==> src/rtl/pwm_spi_pkg.sv <==
// -----------------------------------------------------------------------------
// pwm_spi_pkg
// Shared definitions for the PWM command link. The transmit side
// (pwm_cmd_tx) and the receive-side register file both use this package.
//   - pwm_cmd_e   : 3-bit command codes carried in the first frame byte
//   - tx_state_e  : transmit sequencer states
//   - FRAME_LEN_* : frame lengths in bytes (command byte included)
//   - helpers     : frame length lookup and per-index frame byte selection
// -----------------------------------------------------------------------------
package pwm_spi_pkg;

  typedef enum logic [2:0] {
    CMD_NONE           = 3'd0,
    CMD_WRITE_CV       = 3'd1,
    CMD_WRITE_PRESCALE = 3'd2,
    CMD_WRITE_DC1      = 3'd3,
    CMD_WRITE_DC2      = 3'd4,
    CMD_WRITE_DC3      = 3'd5,
    CMD_DISABLE_PWM    = 3'd6,
    CMD_ENABLE_PWM     = 3'd7
  } pwm_cmd_e;

  typedef enum logic [1:0] {
    IDLE  = 2'd0,
    ISSUE = 2'd1,
    HOLD  = 2'd2,
    GAP   = 2'd3
  } tx_state_e;

  // Command byte plus a 32-bit payload, or the command byte alone.
  localparam logic [2:0] FRAME_LEN_PAYLOAD = 3'd5;
  localparam logic [2:0] FRAME_LEN_CTRL    = 3'd1;

  // Width of the inter-byte gap counter (gap range 0..255).
  localparam int unsigned GAP_CNT_W = 8;

  function automatic logic cmd_is_valid(input logic [2:0] cmd);
    return cmd != 3'(CMD_NONE);
  endfunction

  function automatic logic [2:0] frame_len(input logic [2:0] cmd);
    if (cmd == 3'(CMD_DISABLE_PWM) || cmd == 3'(CMD_ENABLE_PWM))
      return FRAME_LEN_CTRL;
    else
      return FRAME_LEN_PAYLOAD;
  endfunction

  // Byte 0 is the command, bytes 1..4 are the payload LSB first.
  function automatic logic [7:0] frame_byte(input logic [2:0]  cmd,
                                            input logic [31:0] data,
                                            input logic [2:0]  idx);
    logic [7:0] b;
    case (idx)
      3'd0:    b = {5'b0, cmd};
      3'd1:    b = data[7:0];
      3'd2:    b = data[15:8];
      3'd3:    b = data[23:16];
      3'd4:    b = data[31:24];
      default: b = 8'h00;
    endcase
    return b;
  endfunction

endpackage

==> src/rtl/byte_gap_timer.sv <==
// -----------------------------------------------------------------------------
// byte_gap_timer
// Loadable down-counter that times the idle gap between transmitted bytes.
//   i_Clk      : clock, rising edge
//   i_Rst_L    : synchronous active-low reset, clears the count
//   i_Load     : load i_Load_Val this cycle (overrides counting)
//   i_Load_Val : number of cycles to time
//   o_Expire   : high during the last timed cycle (count == 1)
// A load of N produces exactly N cycles of nonzero count, the last of
// which asserts o_Expire. A load of 0 never expires.
// -----------------------------------------------------------------------------
module byte_gap_timer
  import pwm_spi_pkg::*;
#(
  parameter int unsigned WIDTH = GAP_CNT_W
) (
  input  logic             i_Clk,
  input  logic             i_Rst_L,
  input  logic             i_Load,
  input  logic [WIDTH-1:0] i_Load_Val,
  output logic             o_Expire
);

  logic [WIDTH-1:0] count;

  always_ff @(posedge i_Clk) begin
    if (!i_Rst_L) begin
      count <= '0;
    end else if (i_Load) begin
      count <= i_Load_Val;
    end else if (count != '0) begin
      count <= count - WIDTH'(1);
    end
  end

  assign o_Expire = (count == WIDTH'(1));

endmodule

==> src/rtl/pwm_cmd_tx.sv <==
// -----------------------------------------------------------------------------
// pwm_cmd_tx
// Serialises PWM configuration commands into byte frames for an SPI master.
// Frame: {5'b0,cmd} then data[7:0],[15:8],[23:16],[31:24] for cmds 1..5;
// the command byte alone for cmds 6/7. Cmd 0 is rejected with o_Err.
//   INTER_BYTE_GAP : extra idle cycles between consecutive bytes (0..255)
//   i_Clk          : clock, rising edge
//   i_Rst_L        : synchronous active-low reset, aborts any frame
//   i_Req_Valid    : command request present
//   i_Req_Cmd      : command code
//   i_Req_Data     : payload for cmds 1..5
//   o_Req_Ready    : request accepted this cycle if i_Req_Valid (IDLE only)
//   o_TX_DV        : one-cycle byte strobe to the SPI master
//   o_TX_Byte      : byte to shift out, 0 whenever o_TX_DV is low
//   i_TX_Ready     : SPI master can take a byte
//   o_Busy         : frame in progress
//   o_Done         : one-cycle pulse in the cycle the frame returns to IDLE
//   o_Err          : one-cycle pulse the cycle after accepting cmd 0
// Byte strobes are at least 2+INTER_BYTE_GAP cycles apart: one ISSUE
// cycle, one HOLD cycle covering the master's ready-drop latency, and
// the optional gap.
// -----------------------------------------------------------------------------
module pwm_cmd_tx
  import pwm_spi_pkg::*;
#(
  parameter int unsigned INTER_BYTE_GAP = 0
) (
  input  logic        i_Clk,
  input  logic        i_Rst_L,
  input  logic        i_Req_Valid,
  input  logic [2:0]  i_Req_Cmd,
  input  logic [31:0] i_Req_Data,
  output logic        o_Req_Ready,
  output logic        o_TX_DV,
  output logic [7:0]  o_TX_Byte,
  input  logic        i_TX_Ready,
  output logic        o_Busy,
  output logic        o_Done,
  output logic        o_Err
);

  localparam logic [GAP_CNT_W-1:0] GAP_CYCLES = GAP_CNT_W'(INTER_BYTE_GAP);
  localparam bit                   HAS_GAP    = (INTER_BYTE_GAP != 0);

  tx_state_e   state, state_next;

  logic [2:0]  cmd_q;
  logic [31:0] data_q;
  logic [2:0]  idx_q;
  logic        tx_dv_q;
  logic [7:0]  tx_byte_q;
  logic        err_q;

  logic        accept;
  logic        accept_ok;
  logic        issue_now;
  logic        last_byte;
  logic        gap_load;
  logic        gap_expire;
  logic        frame_end;
  logic        idx_adv;

  assign accept    = i_Req_Valid && (state == IDLE);
  assign accept_ok = accept && cmd_is_valid(i_Req_Cmd);
  assign issue_now = (state == ISSUE) && i_TX_Ready;
  assign last_byte = (idx_q == (frame_len(cmd_q) - 3'd1));
  assign gap_load  = (state == HOLD) && HAS_GAP;

  byte_gap_timer #(
    .WIDTH (GAP_CNT_W)
  ) u_gap_timer (
    .i_Clk      (i_Clk),
    .i_Rst_L    (i_Rst_L),
    .i_Load     (gap_load),
    .i_Load_Val (GAP_CYCLES),
    .o_Expire   (gap_expire)
  );

  always_ff @(posedge i_Clk) begin
    if (!i_Rst_L) begin
      state <= IDLE;
    end else begin
      state <= state_next;
    end
  end

  // After HOLD (and after GAP when a gap is configured) the sequencer
  // either moves to the next byte or closes the frame.
  always_comb begin
    state_next = state;
    frame_end  = 1'b0;
    idx_adv    = 1'b0;
    case (state)
      IDLE: begin
        if (accept_ok) state_next = ISSUE;
      end
      ISSUE: begin
        if (i_TX_Ready) state_next = HOLD;
      end
      HOLD: begin
        if (HAS_GAP) begin
          state_next = GAP;
        end else if (last_byte) begin
          state_next = IDLE;
          frame_end  = 1'b1;
        end else begin
          state_next = ISSUE;
          idx_adv    = 1'b1;
        end
      end
      GAP: begin
        if (gap_expire) begin
          if (last_byte) begin
            state_next = IDLE;
            frame_end  = 1'b1;
          end else begin
            state_next = ISSUE;
            idx_adv    = 1'b1;
          end
        end
      end
      default: state_next = IDLE;
    endcase
  end

  always_ff @(posedge i_Clk) begin
    if (!i_Rst_L) begin
      cmd_q     <= '0;
      data_q    <= '0;
      idx_q     <= '0;
      tx_dv_q   <= 1'b0;
      tx_byte_q <= '0;
      err_q     <= 1'b0;
    end else begin
      tx_dv_q   <= issue_now;
      tx_byte_q <= issue_now ? frame_byte(cmd_q, data_q, idx_q) : '0;
      err_q     <= accept && !cmd_is_valid(i_Req_Cmd);
      if (accept_ok) begin
        cmd_q  <= i_Req_Cmd;
        data_q <= i_Req_Data;
      end
      if (frame_end) begin
        idx_q <= '0;
      end else if (idx_adv) begin
        idx_q <= idx_q + 3'd1;
      end
    end
  end

  assign o_Req_Ready = (state == IDLE);
  assign o_Busy      = (state != IDLE);
  assign o_TX_DV     = tx_dv_q;
  assign o_TX_Byte   = tx_byte_q;
  assign o_Err       = err_q;
  // Done is decoded from the closing transition rather than registered so
  // that it precedes the first IDLE cycle; the next request can therefore
  // only be taken in the cycle after the pulse. Reset suppresses it.
  assign o_Done      = frame_end && i_Rst_L;

endmodule

==> config.mk <==
export PLATFORM = sky130hd
export DESIGN_NAME = pwm_cmd_tx
export DESIGN_NICKNAME = d
export VERILOG_FILES = /design/src/rtl/pwm_spi_pkg.sv /design/src/rtl/byte_gap_timer.sv /design/src/rtl/pwm_cmd_tx.sv
export SDC_FILE = /design/constraint.sdc
export NUM_CORES = 1
export LEC_CHECK = 0
export ABC_CLOCK_PERIOD_IN_PS = 2600
export CORE_UTILIZATION = 34
export CTS_BUF_LIST = sky130_fd_sc_hd__clkbuf_4 sky130_fd_sc_hd__clkbuf_8
export CTS_CLUSTER_SIZE = 10
export DETAILED_ROUTE_END_ITERATION = 10
export SYNTH_ARGS = -nofsm -noshare
export SYNTH_HDL_FRONTEND = slang
export SYNTH_SLANG_ARGS = --single-unit
==> constraint.sdc <==
create_clock -name i_Clk -period 2.6 [get_ports i_Clk]
set_input_delay 0.39 -clock i_Clk [delete_from_list [all_inputs] [get_ports i_Clk]]
set_output_delay 0.39 -clock i_Clk [all_outputs]
set_load 0.005 [all_outputs]
# Yosys cells after proc, flatten, opt, wreduce, memory -nomap -nowiden
# Cells that the tools add are included.
[word_totals]
reg_bits = 58
elab_cells = 54
[classes]
n_addsub = 3
n_eq_ne = 14
mux = 13
bitwise = 1
n_reduce_logical = 15
[ops]
columns = ["cell", "n"]
rows = [
  ["case mux 8 bit (5 select lines)", 1],
  ["== test 3 bit (second input constant)", 3],
  ["== test 8 x 1 -> 1 bit (second input constant)", 1],
  ["case mux 2 bit (4 select lines)", 1],
  ["nonzero test 8 bit", 1],
  ["subtractor 8 x 1 -> 8 bit (second input constant)", 1],
  ["== test 3 x 2 -> 1 bit (second input constant)", 2],
  ["2-to-1 mux 2 bit", 3],
  ["logical AND 1 bit", 5],
  ["2-to-1 mux 1 bit", 5],
  ["== test 2 bit (second input constant)", 2],
  ["!= test 2 bit (second input constant)", 2],
  ["case mux 1 bit (2 select lines)", 2],
  ["adder 3 x 1 -> 3 bit (second input constant)", 1],
  ["== test 3 x 1 -> 1 bit (second input constant)", 1],
  ["== test 3 bit", 1],
  ["zero test 3 bit", 1],
  ["2-to-1 mux 3 bit", 1],
  ["AND reduction 3 bit", 1],
  ["nonzero test 3 bit", 1],
  ["subtractor 3 x 1 -> 3 bit (second input constant)", 1],
  ["== test 2 x 1 -> 1 bit (second input constant)", 1],
  ["zero test 2 bit", 1],
  ["!= test 2 x 1 -> 1 bit (second input constant)", 1],
  ["6 further kinds", 6],
]

# Depth between registers and ports, before layout
# Gate-level depths: netlist (run 1).
[logic_depth]
depth_word = 9
ltp_mapped = 7
ltp_nobuf = 6

# By module
# A second synthesis (run 1) with hierarchy kept.
[hier_totals]
cells_unflattened = 306
hier_area_um2 = 2768.9
[by_module_without_submodules]
columns = ["mod", "instances", "cells_per_inst", "area_per_inst_um2"]
rows = [
  ["pwm_cmd_tx", 1, 252, 2273.4],
  ["byte_gap_timer", 1, 54, 495.5],
]

# Least setup slack after synthesis (run 1)
# Ideal clock, no wire load.
[synth_timing]
path_type = "register -> output"
start = "register idx_q[0]"
end = "output o_Done"
arrival_time_ns = 1.411
required_time_ns = 2.210
path_slack_ns = 0.799
path_stages_with_launch = 7
path_cell_list = "dfxtp_1 > inv_1 > ha_1 > and2_1 > buf_6 > mux2_2 > and3_1"
[synth_via]
elab_chain_cells = 5
[synth_rtl]
columns = ["item", "line_no", "text"]
rows = [
  ["from (decl)", "pwm_cmd_tx.sv:49", "logic [2:0] idx_q;"],
  ["from (signal assigned)", "pwm_cmd_tx.sv:145", "idx_q <= idx_q + 3'd1;"],
  ["== test 3 bit (*)", "pwm_cmd_tx.sv:66", "assign last_byte = (idx_q == (frame_len(cmd_q) - 3'd1));"],
  ["2-to-1 mux 1 bit (*)", "pwm_cmd_tx.sv:103, pwm_cmd_tx.sv:113", ""],
  ["2-to-1 mux 1 bit", "pwm_cmd_tx.sv:112", "if (gap_expire) begin"],
  ["case mux 1 bit (2 select lines) (*)", "pwm_cmd_tx.sv:93", "case (state)"],
  ["logical AND 1 bit (*)", "pwm_cmd_tx.sv:158", "assign o_Done = frame_end && i_Rst_L;"],
  ["to (decl)", "pwm_cmd_tx.sv:38", "output logic o_Done,"],
]
# Mark *: on every way between the ends. The rest lies on a longest branch, timed or not.

# Worst setup path in the final report (run 1)
# Ends and elaborated chain as after synthesis.

==> results of run 1 <==
## power groups by stage
stage | sequential, mW | clock (mW) | combinational, mW
3_5_place_dp | 1.04 | 0 | 0.392
6_report | 1.02 | 1.12 | 0.389
3_3_place_gp | 1.03 | 0 | 0.387
5_1_grt | 1.02 | 1.18 | 0.428
2_1_floorplan | 1.02 | 0 | 0.261
4_1_cts | 1.02 | 1.15 | 0.394
## metrics by stage
| step | hold WS (ns) | utilization [%] | cell area [um2] |
|---|---|---|---|
| floorplan | 0.435 | - | 2540 |
| global placement | 0.440 | 43.1 | 3110 |
| detailed placement | 0.445 | 43.1 | 3110 |
| CTS | 0.455 | 47.0 | 3390 |
| global route | 0.471 | 47.1 | 3400 |
| finish | 0.453 | 47.1 | 3400 |
## kinds of logic (layout without fill, tap and decap cells)
family          after synthesis  count (layout)  share of synthesized area, %
flops                        58              58                          45.8
xor+xnor                      5               5                          1.73
fa+ha+maj                     7               7                          3.45
simple gates                106             106                          20.1
mux                           5               5                          2.02
compound gates               70              70                          21.7
buf+inv                      24              80                          5.23
## final timing paths
check / endpoint / cells past startpoint
max: o_Done / 6
max reg2reg: o_TX_Byte[2]$_SDFF_PN0_ / 4
min: data_q[0]$_SDFFE_PN0P_ / 2
min reg2reg: data_q[0]$_SDFFE_PN0P_ / 2
## final cells by class
| cell class | count | area [um2] |
|---|---|---|
| Clock buffer | 11 | 145 |
| Clock inverter | 5 | 125 |
| Fill cell | 713 | 3820 |
| Inverter | 8 | 30.0 |
| Multi-Input combinational cell | 193 | 1250 |
| Sequential cell | 58 | 1160 |
| Tap cell | 99 | 124 |
| Timing Repair Buffer | 56 | 561 |
## worst max-delay path: stages, from the launching register on
cell	delay, ns
dfxtp_2	0.36
inv_1	0.08
ha_2	0.21
and2b_2	0.23
mux2_2	0.29
and3_1	0.20
clkdlybuf4s50_1	0.44
## what timing repair did
item | CTS | global route
setup endpoints to repair | 1 | 1
pin swaps | 1 | 1
cloned | 0 | 0
buffers inserted | 1 | 0
resized for setup | 1 | 3
## sequential cells by signal, summed over array words and instances, names as in the netlist
register and flops:
cmd_q 3, data_q 32, idx_q 3, o_Err 1, o_TX_Byte 8, o_TX_DV 1
state 2, u_gap_timer.count 8
## cells in the mapped netlist (2+ instances only)
library cell / n / share of area (%)
nor2b_1: 3 / 0.74
and2_1: 2 / 0.49
a22oi_1: 16 / 4.7
ha_1: 7 / 3.5
xnor2_1: 4 / 1.4
buf_4: 3 / 0.89
a32o_1: 3 / 1.2
nor2_2: 2 / 0.49
o31ai_1: 2 / 0.59
buf_6: 4 / 1.8
clkbuf_1: 7 / 1.0
nand2_1: 75 / 11
nand3_1: 3 / 0.59
inv_1: 8 / 1.2
and3_1: 3 / 0.74
mux2i_1: 4 / 1.6
a21boi_0: 2 / 0.59
nand3_2: 2 / 0.79
dfxtp_1: 58 / 46
a31oi_1: 3 / 0.74
a21oi_1: 8 / 1.6
nor2_1: 6 / 0.89
a21boi_1: 30 / 8.9
## routing by layer
layer	global-route usage [%]	wire [um]	up-vias
met4	7.77	116	0
met2	24.8	2540	52
met1	19.2	2760	939
li1	-	-	1046
met5	0	0	-
met3	3.54	291	11
==> flow_metrics.py, run 1 <==
metrics = {
    "power": {
        "finalPower_mw": 2.53,
        "powerDensity_mw_per_mm2": 744,
        "switchingPower_uw": 605,
        "leakage_nw": 1.28,
        "peakVddDrop_uv": 339,
        "switching_share_pct": 23.9,
        "power_frac_seq_pct": 40.3,
        "p_comb_share_pct": 15.4,
        "p_clk_share_pct": 44.3,
        "intPower_mw": 1.92,
    },
    "clock_tree": {
        "cts_tree": "yes",
        "cts.hold.buffers_added": 0,
        "clock_path_buffers": 2,
        "numCtsBuffers": 9,
        "cts.sinks": 58,
        "root_buffer": "clkbuf_8",
        "cts-htree-levels": 3,
        "clock_latency_ns": 0.34,
        "cts.clk_slew.worst_paths_ns": 0.07,
    },
    "route": {
        "avgRoutedWirePerCell_um": 13.3,
        "antenna_left": 0,
        "drc": 0,
        "drtIter0Drc": 68,
        "num_vias": 2048,
        "first_pass_iters": 4,
        "wl_mm": 5.71,
        "vias_per_cell": 4.76,
    },
    "timing": {
        "post-route-min-period_ns": 2.53,
        "tns_ns": 0,
        "fmax_mhz": 395,
        "worst_pin_slew_ns": 0.823,
        "period_share_pct": 97.4,
        "slew_violations": 0,
        "relSlewSlack_pct": 45.0,
        "fin_ws_ns": 0.0688,
        "rsz0062_at_grt": "no",
        "finalHoldViolations": 0,
        "finalSetupViolCount": 0,
        "skew_ns": 0.00600,
    },
    "critical_path": {
        "required_ns": 2.21,
        "r2r-start": "idx_q[0]$_SDFFE_PP0P_",
        "regToRegSetupSlack_ns": 0.86,
        "startpoint": "idx_q[0]$_SDFFE_PP0P_",
        "worstSetupPathType": "reg2out",
        "startpoint_type": "flop",
        "endpoint_kind": "primary output",
        "crit_arrival_ns": 2.14,
        "path_max_fanout": 5,
    },
    "cells_and_area": {
        "drive_gt1_share_pct": 11.5,
        "diodes": 0,
        "syn_to_final_growth_pct": 33.8,
        "nets": 372,
        "layout_commonest_cell": "nand2_1",
        "final_cells": 430,
        "layout_common_cells": "75 x nand2_1, 56 x dfxtp_1, 51 x clkdlybuf4s50_1",
    },
    "run": {
        "cap_violations": 0,
    },
    "logic_synthesis": {
        "syn_area_mm2": 0.00254,
        "yosysSeqAreaShare_pct": 45.8,
        "synth_top_flop_cell": "dfxtp_1",
        "yosysUniqueCellTypes": 43,
        "synth.avg_cell_area_um2": 9.23,
        "ys_ff_latch": 58,
        "async_reset_ff_share_pct": 0,
        "synth_edf_count": 0,
        "synthCells": 275,
        "synth_warnings": 0,
        "syn_nets": 321,
    },
    "place": {
        "io_buffers": 51,
        "hpwl_mm": 4.00,
        "post-place-ws_ns": 0.321,
        "placed_cells": 413,
        "gp_congestion": 0.761,
    },
    "die": {
        "coreArea_mm2": 0.00721,
        "die-height_um": 88.4,
        "die_x_um": 88.4,
        "num_rows": 31,
        "start_util_pct": 35.2,
        "die_area_mm2": 0.00781,
        "io_pins": 52,
    },
    "grt": {
        "grt_pass1_wl_mm": 9.00,
        "grt_overflow_total": 0,
        "grt_max_degree": 47,
        "grt_pass1_vias": 1983,
        "antenna_found_initial": 0,
        "grt_usage_pct": 15.3,
    },
    "status": {
        "status": "completed",
    },
    "hold_path": {
        "hold_path.class": "reg2reg",
        "worstHoldStart": "data_q[0]$_SDFFE_PN0P_",
    },
}
(Power assumes the default switching activity.)
==> run 2: changes to the inputs <==
Settings changed: CORE_UTILIZATION 34 to 30, SKIP_CTS_REPAIR_TIMING set to 1.
==> flow_metrics.py, run 2 (synthesis results as in run 1) <==
metrics = {
    "die": {
        "die_x_um": 94.0,
        "start_util_pct": 30.9,
        "die-height_um": 94.0,
        "coreArea_mm2": 0.00822,
        "die_area_mm2": 0.00883,
        "io_pins": 52,
        "num_rows": 33,
    },
    "cells_and_area": {
        "multi_input_area_mm2": 0.00125,
        "diodes": 0,
        "layout_common_cells": "75 x nand2_1, 56 x dfxtp_1, 50 x clkdlybuf4s50_1",
        "layout_commonest_cell": "nand2_1",
        "syn_to_final_growth_pct": 31.6,
        "final_core_utilization_pct": 40.6,
        "drive_gt1_share_pct": 12.8,
        "n_fill_cell": 788,
        "nets": 378,
        "regMostFlops": "data_q",
        "seqCellArea_mm2": 0.00116,
        "largest_reg_flops": 32,
    },
    "timing": {
        "period_share_pct": 85.8,
        "fmax_mhz": 448,
        "post-route-min-period_ns": 2.23,
        "relSlewSlack_pct": 48.5,
        "tns_ns": 0,
        "skew_ns": 0.00614,
        "finalSetupViolCount": 0,
        "slew_violations": 0,
        "finalHoldViolations": 0,
        "rsz0062_at_grt": "no",
        "worst_pin_slew_ns": 0.770,
    },
    "power": {
        "peakVddDrop_uv": 298,
        "leakage_nw": 1.27,
        "powerDensity_mw_per_mm2": 628,
    },
    "status": {
        "status": "completed",
    },
    "route": {
        "antenna_left": 0,
        "wl_mm": 5.84,
        "drc": 0,
        "drtIter0Drc": 83,
        "num_vias": 2077,
        "avgRoutedWirePerCell_um": 13.2,
        "first_pass_iters": 4,
        "vias_per_cell": 4.71,
    },
    "grt": {
        "grt_usage_pct": 14.6,
        "grt_overflow_total": 0,
        "grt_max_degree": 33,
        "antenna_found_initial": 0,
        "grt_pass1_wl_mm": 9.74,
        "grt_pass1_vias": 1996,
    },
    "place": {
        "io_buffers": 51,
        "gp_congestion": 0.768,
        "hpwl_mm": 4.08,
    },
    "hold_path": {
        "hold_path.class": "reg2reg",
        "worstHoldStart": "data_q[6]$_SDFFE_PN0P_",
        "worst_hold_path.endpoint": "data_q[6]$_SDFFE_PN0P_",
        "hold_depth": 2,
    },
    "critical_path": {
        "required_ns": 2.21,
        "r2r.worst_path.cells": 5,
        "r2r_end": "o_TX_Byte[4]$_SDFF_PN0_",
        "r2r-start": "idx_q[0]$_SDFFE_PP0P_",
        "regToRegSetupSlack_ns": 0.77,
        "crit_arrival_ns": 1.84,
        "endpoint_kind": "primary output",
        "worstSetupPathType": "reg2out",
        "startpoint_type": "flop",
        "path_max_fanout": 5,
    },
    "clock_tree": {
        "cts-htree-levels": 3,
        "clock_latency_ns": 0.33,
        "cts_tree": "yes",
        "numCtsBuffers": 9,
        "root_buffer": "clkbuf_8",
        "cts.clk_slew.worst_paths_ns": 0.06,
        "clock_path_buffers": 2,
        "cts.sinks": 58,
    },
    "run": {
        "cap_violations": 0,
    },
}
==> run 2: cell count changes in the layout (fill, tap and decap cells not counted) <==
cell,previous run,this run
buf_4,4,10
bufinv_16,4,0
clkbuf_4,1,0
clkbuf_8,10,9
clkdlybuf4s50_1,51,50
clkinv_2,1,4
clkinvlp_4,0,2
dlymetal6s2s_1,0,1
==> run 2: report_power, final <==
| part | switching (mW) | total, mW | internal (mW) |
|---|---|---|---|
| sequential | 0.0522 | 1.02 | 0.965 |
| clock | 0.348 | 0.680 | 0.332 |
| combinational | 0.202 | 0.402 | 0.199 |
==> run 2: worst max-delay path: stages (launching register included) <==
cell,delay (ns)
dfxtp_2,0.35
inv_1,0.07
ha_2,0.22
and2b_2,0.23
mux2_2,0.29
and3_1,0.20
dlymetal6s2s_1,0.15
==> run 2: final cells by class <==
| cell class | instances | area share, % |
|---|---|---|
| multi-input cells | 193 | 37.4 |
| clock buffers | 9 | 3.71 |
| well taps | 105 | 3.93 |
| repair buffers | 62 | 18.2 |
| flip-flops and latches | 58 | 34.8 |
| clock inverters | 6 | 1.05 |
| inverters | 8 | 0.899 |
==> run 2: layer usage <==
layer  track usage (%)  part of all wire [%]  routed length (um)
met4              6.15                   1.1                  66
met1              19.2                    48                2790
met2              21.7                    45                2620
met3              4.94                   6.3                 367
met5                 0                     0                   0
==> run 2: worst max-delay path by stage <==
| stage | from | end | cells after the start |
|---|---|---|---|
| 6_report | idx_q[0]$_SDFFE_PP0P_ | o_Done | 6 |
| 5_1_grt | idx_q[0]$_SDFFE_PP0P_ | o_Done | 6 |
| 4_1_cts | idx_q[0]$_SDFFE_PP0P_ | o_Done | 6 |
| 3_5_place_dp | idx_q[0]$_SDFFE_PP0P_ | o_Done | 6 |
| 3_3_place_gp | idx_q[0]$_SDFFE_PP0P_ | o_Done | 6 |
| 2_1_floorplan | idx_q[0]$_SDFFE_PP0P_ | o_Done | 6 |
==> run 2: stage by stage <==
| stage | cells | worst slack, ns | hold WS (ns) | power, mW | instance area (um2) |
|---|---|---|---|---|---|
| detailed placement | 421 | 0.338 | 0.446 | 1.43 | 3130 |
| global route | 441 | 0.284 | 0.474 | 2.22 | 3340 |
| floorplan | 275 | 0.799 | 0.435 | 1.28 | 2540 |
| global placement | 421 | 0.383 | 0.440 | 1.42 | 3130 |
| finish | 441 | 0.369 | 0.452 | 2.10 | 3340 |
| CTS | 436 | -0.0544 | 0.456 | 2.12 | 3290 |
==> run 3: changes to the inputs <==
Settings changed: ABC_CLOCK_PERIOD_IN_PS 2600 to 1900.
Clock period 2.6 ns to 1.9 ns, I/O delays scaled along.
==> flow_metrics.py, run 3 (synthesis results as in run 1) <==
metrics = {
    "timing": {
        "worst_pin_slew_ns": 0.731,
        "rsz0062_at_grt": "yes",
        "relSlewSlack_pct": 51.1,
        "finalSetupViolCount": 0,
        "post-route-min-period_ns": 1.89,
        "period_share_pct": 99.7,
        "skew_ns": 0.00938,
        "finalHoldViolations": 0,
        "slew_violations": 0,
        "fmax_mhz": 528,
        "fin_ws_ns": 0.00635,
    },
    "cells_and_area": {
        "drive_gt1_share_pct": 18.1,
        "final_cells": 458,
        "fin_area_mm2": 0.00358,
        "diodes": 0,
        "layout_commonest_cell": "nand2_1",
        "syn_to_final_growth_pct": 40.9,
        "final_core_utilization_pct": 43.5,
        "regMostFlops": "data_q",
        "largest_reg_flops": 32,
        "layout_common_cells": "75 x nand2_1, 55 x dfxtp_1, 50 x clkdlybuf4s50_1",
        "nets": 394,
    },
    "route": {
        "drtIter0Drc": 63,
        "drc": 0,
        "first_pass_iters": 6,
        "num_vias": 2156,
        "vias_per_cell": 4.71,
        "avgRoutedWirePerCell_um": 13.1,
        "wl_mm": 6.02,
        "antenna_left": 0,
    },
    "die": {
        "start_util_pct": 30.9,
        "die_area_mm2": 0.00883,
        "num_rows": 33,
        "die_x_um": 94.0,
        "io_pins": 52,
        "coreArea_mm2": 0.00822,
        "die-height_um": 94.0,
    },
    "critical_path": {
        "path_max_fanout": 3,
        "endpoint_kind": "primary output",
        "required_ns": 1.62,
        "cp_cell_sequence": "inv_2, ha_4, and2b_1, mux2_4, and3_4, buf_6",
        "r2r-start": "idx_q[0]$_SDFFE_PP0P_",
        "worstSetupPathType": "reg2out",
        "startpoint_type": "flop",
        "slowest_stage": "dfxtp_2",
        "worstPathBufferInverterCount": 2,
        "startpoint": "idx_q[0]$_SDFFE_PP0P_",
        "crit_arrival_ns": 1.61,
        "path_delay_family": "simple AND/OR/NAND/NOR gates",
        "worst_path_largest_cell_delay_ns": 0.33,
    },
    "power": {
        "peakVddDrop_uv": 499,
        "p_clk_share_pct": 39.4,
        "switchingPower_uw": 847,
        "p_comb_share_pct": 18.7,
        "powerDensity_mw_per_mm2": 927,
        "leakage_nw": 1.38,
        "switching_share_pct": 25.6,
        "power_frac_seq_pct": 41.9,
        "intPower_mw": 2.47,
    },
    "clock_tree": {
        "cts_tree": "yes",
        "cts.clk_slew.worst_paths_ns": 0.07,
        "root_buffer": "clkbuf_8",
        "cts.sinks": 58,
        "clock_latency_ns": 0.33,
        "numCtsBuffers": 9,
        "clock_path_buffers": 2,
        "cts-htree-levels": 3,
    },
    "grt": {
        "grt_overflow_total": 0,
        "grt_usage_pct": 14.7,
        "grt_pass1_vias": 2106,
        "grt_pass1_wl_mm": 9.93,
        "antenna_found_initial": 0,
        "grt_max_degree": 33,
    },
    "hold_path": {
        "hold_path.class": "reg2reg",
        "worstHoldStart": "data_q[9]$_SDFFE_PN0P_",
    },
    "place": {
        "gp_congestion": 0.783,
        "placed_cells": 440,
        "hpwl_mm": 4.35,
        "post-place-ws_ns": -0.0493,
        "placed_area_mm2": 0.00330,
        "io_buffers": 51,
    },
    "status": {
        "status": "completed",
    },
    "run": {
        "cap_violations": 0,
    },
}
run 3: changes by cell type in the layout (fill, tap and decap cells not counted), moves of 2 or more:
cell,previous run,this run
buf_4,10,24
clkinv_2,4,1
buf_12,1,3
bufinv_16,0,2
clkbuf_8,9,11
clkinvlp_4,2,0
inv_1,8,6
inv_2,0,2
run 3: path summary, 6_finish.rpt:
path	endpoint	cells past startpoint	slack [ns]
worst max register to register	o_TX_Byte[7]$_SDFF_PN0_	7	0.20
worst min register to register	data_q[9]$_SDFFE_PN0P_	2	0.45
worst max-delay path	o_Done	6	0.006
worst min-delay path	data_q[9]$_SDFFE_PN0P_	2	0.45
run 3: routing by layer:
| metal | up-vias | global-route usage, % | part of all wire (%) |
|---|---|---|---|
| li1 | 1094 | - | - |
| met1 | 992 | 18.8 | 48 |
| met2 | 62 | 23.7 | 46 |
| met3 | 8 | 4.29 | 5.5 |
| met4 | 0 | 4.23 | 0.91 |
| met5 | - | 0 | 0 |
run 3: cell type report:
cell class	instances	area, um2
repair buffers	78	752
flip-flops and latches	58	1160
clock inverters	4	73.8
multi-input cells	193	1260
fillers	819	4640
inverters	8	30.0
well taps	105	131
clock buffers	12	159
run 3: power groups by stage:
stage	sequential (mW)	clock, mW	combinational (mW)
3_3_place_gp	1.41	0	0.611
5_1_grt	1.40	1.39	0.691
2_1_floorplan	1.40	0	0.357
6_report	1.39	1.31	0.621
3_5_place_dp	1.41	0	0.619
4_1_cts	1.39	1.33	0.621
run 3: metrics by stage:
stage	power [mW]	hold WS (ns)	setup TNS [ns]
after floorplan	1.76	0.411	0
after global placement	2.02	0.440	-0.0234
after detailed placement	2.03	0.445	-0.0493
after CTS	3.34	0.454	-0.423
after global routing	3.48	0.472	-0.0514
final	3.32	0.451	0
run 3: worst register-to-register path: cells and delay by family (launching register included):
| kind | cells | cell delay, ns |
|---|---|---|
| flip-flops | 1 | 0.32 |
| buffers and inverters | 3 | 0.36 |
| AND/OR/NAND/NOR | 1 | 0.59 |
| AO/OA/AOI/OAI | 2 | 0.22 |
| adder cells (fa/ha/maj) | 1 | 0.12 |
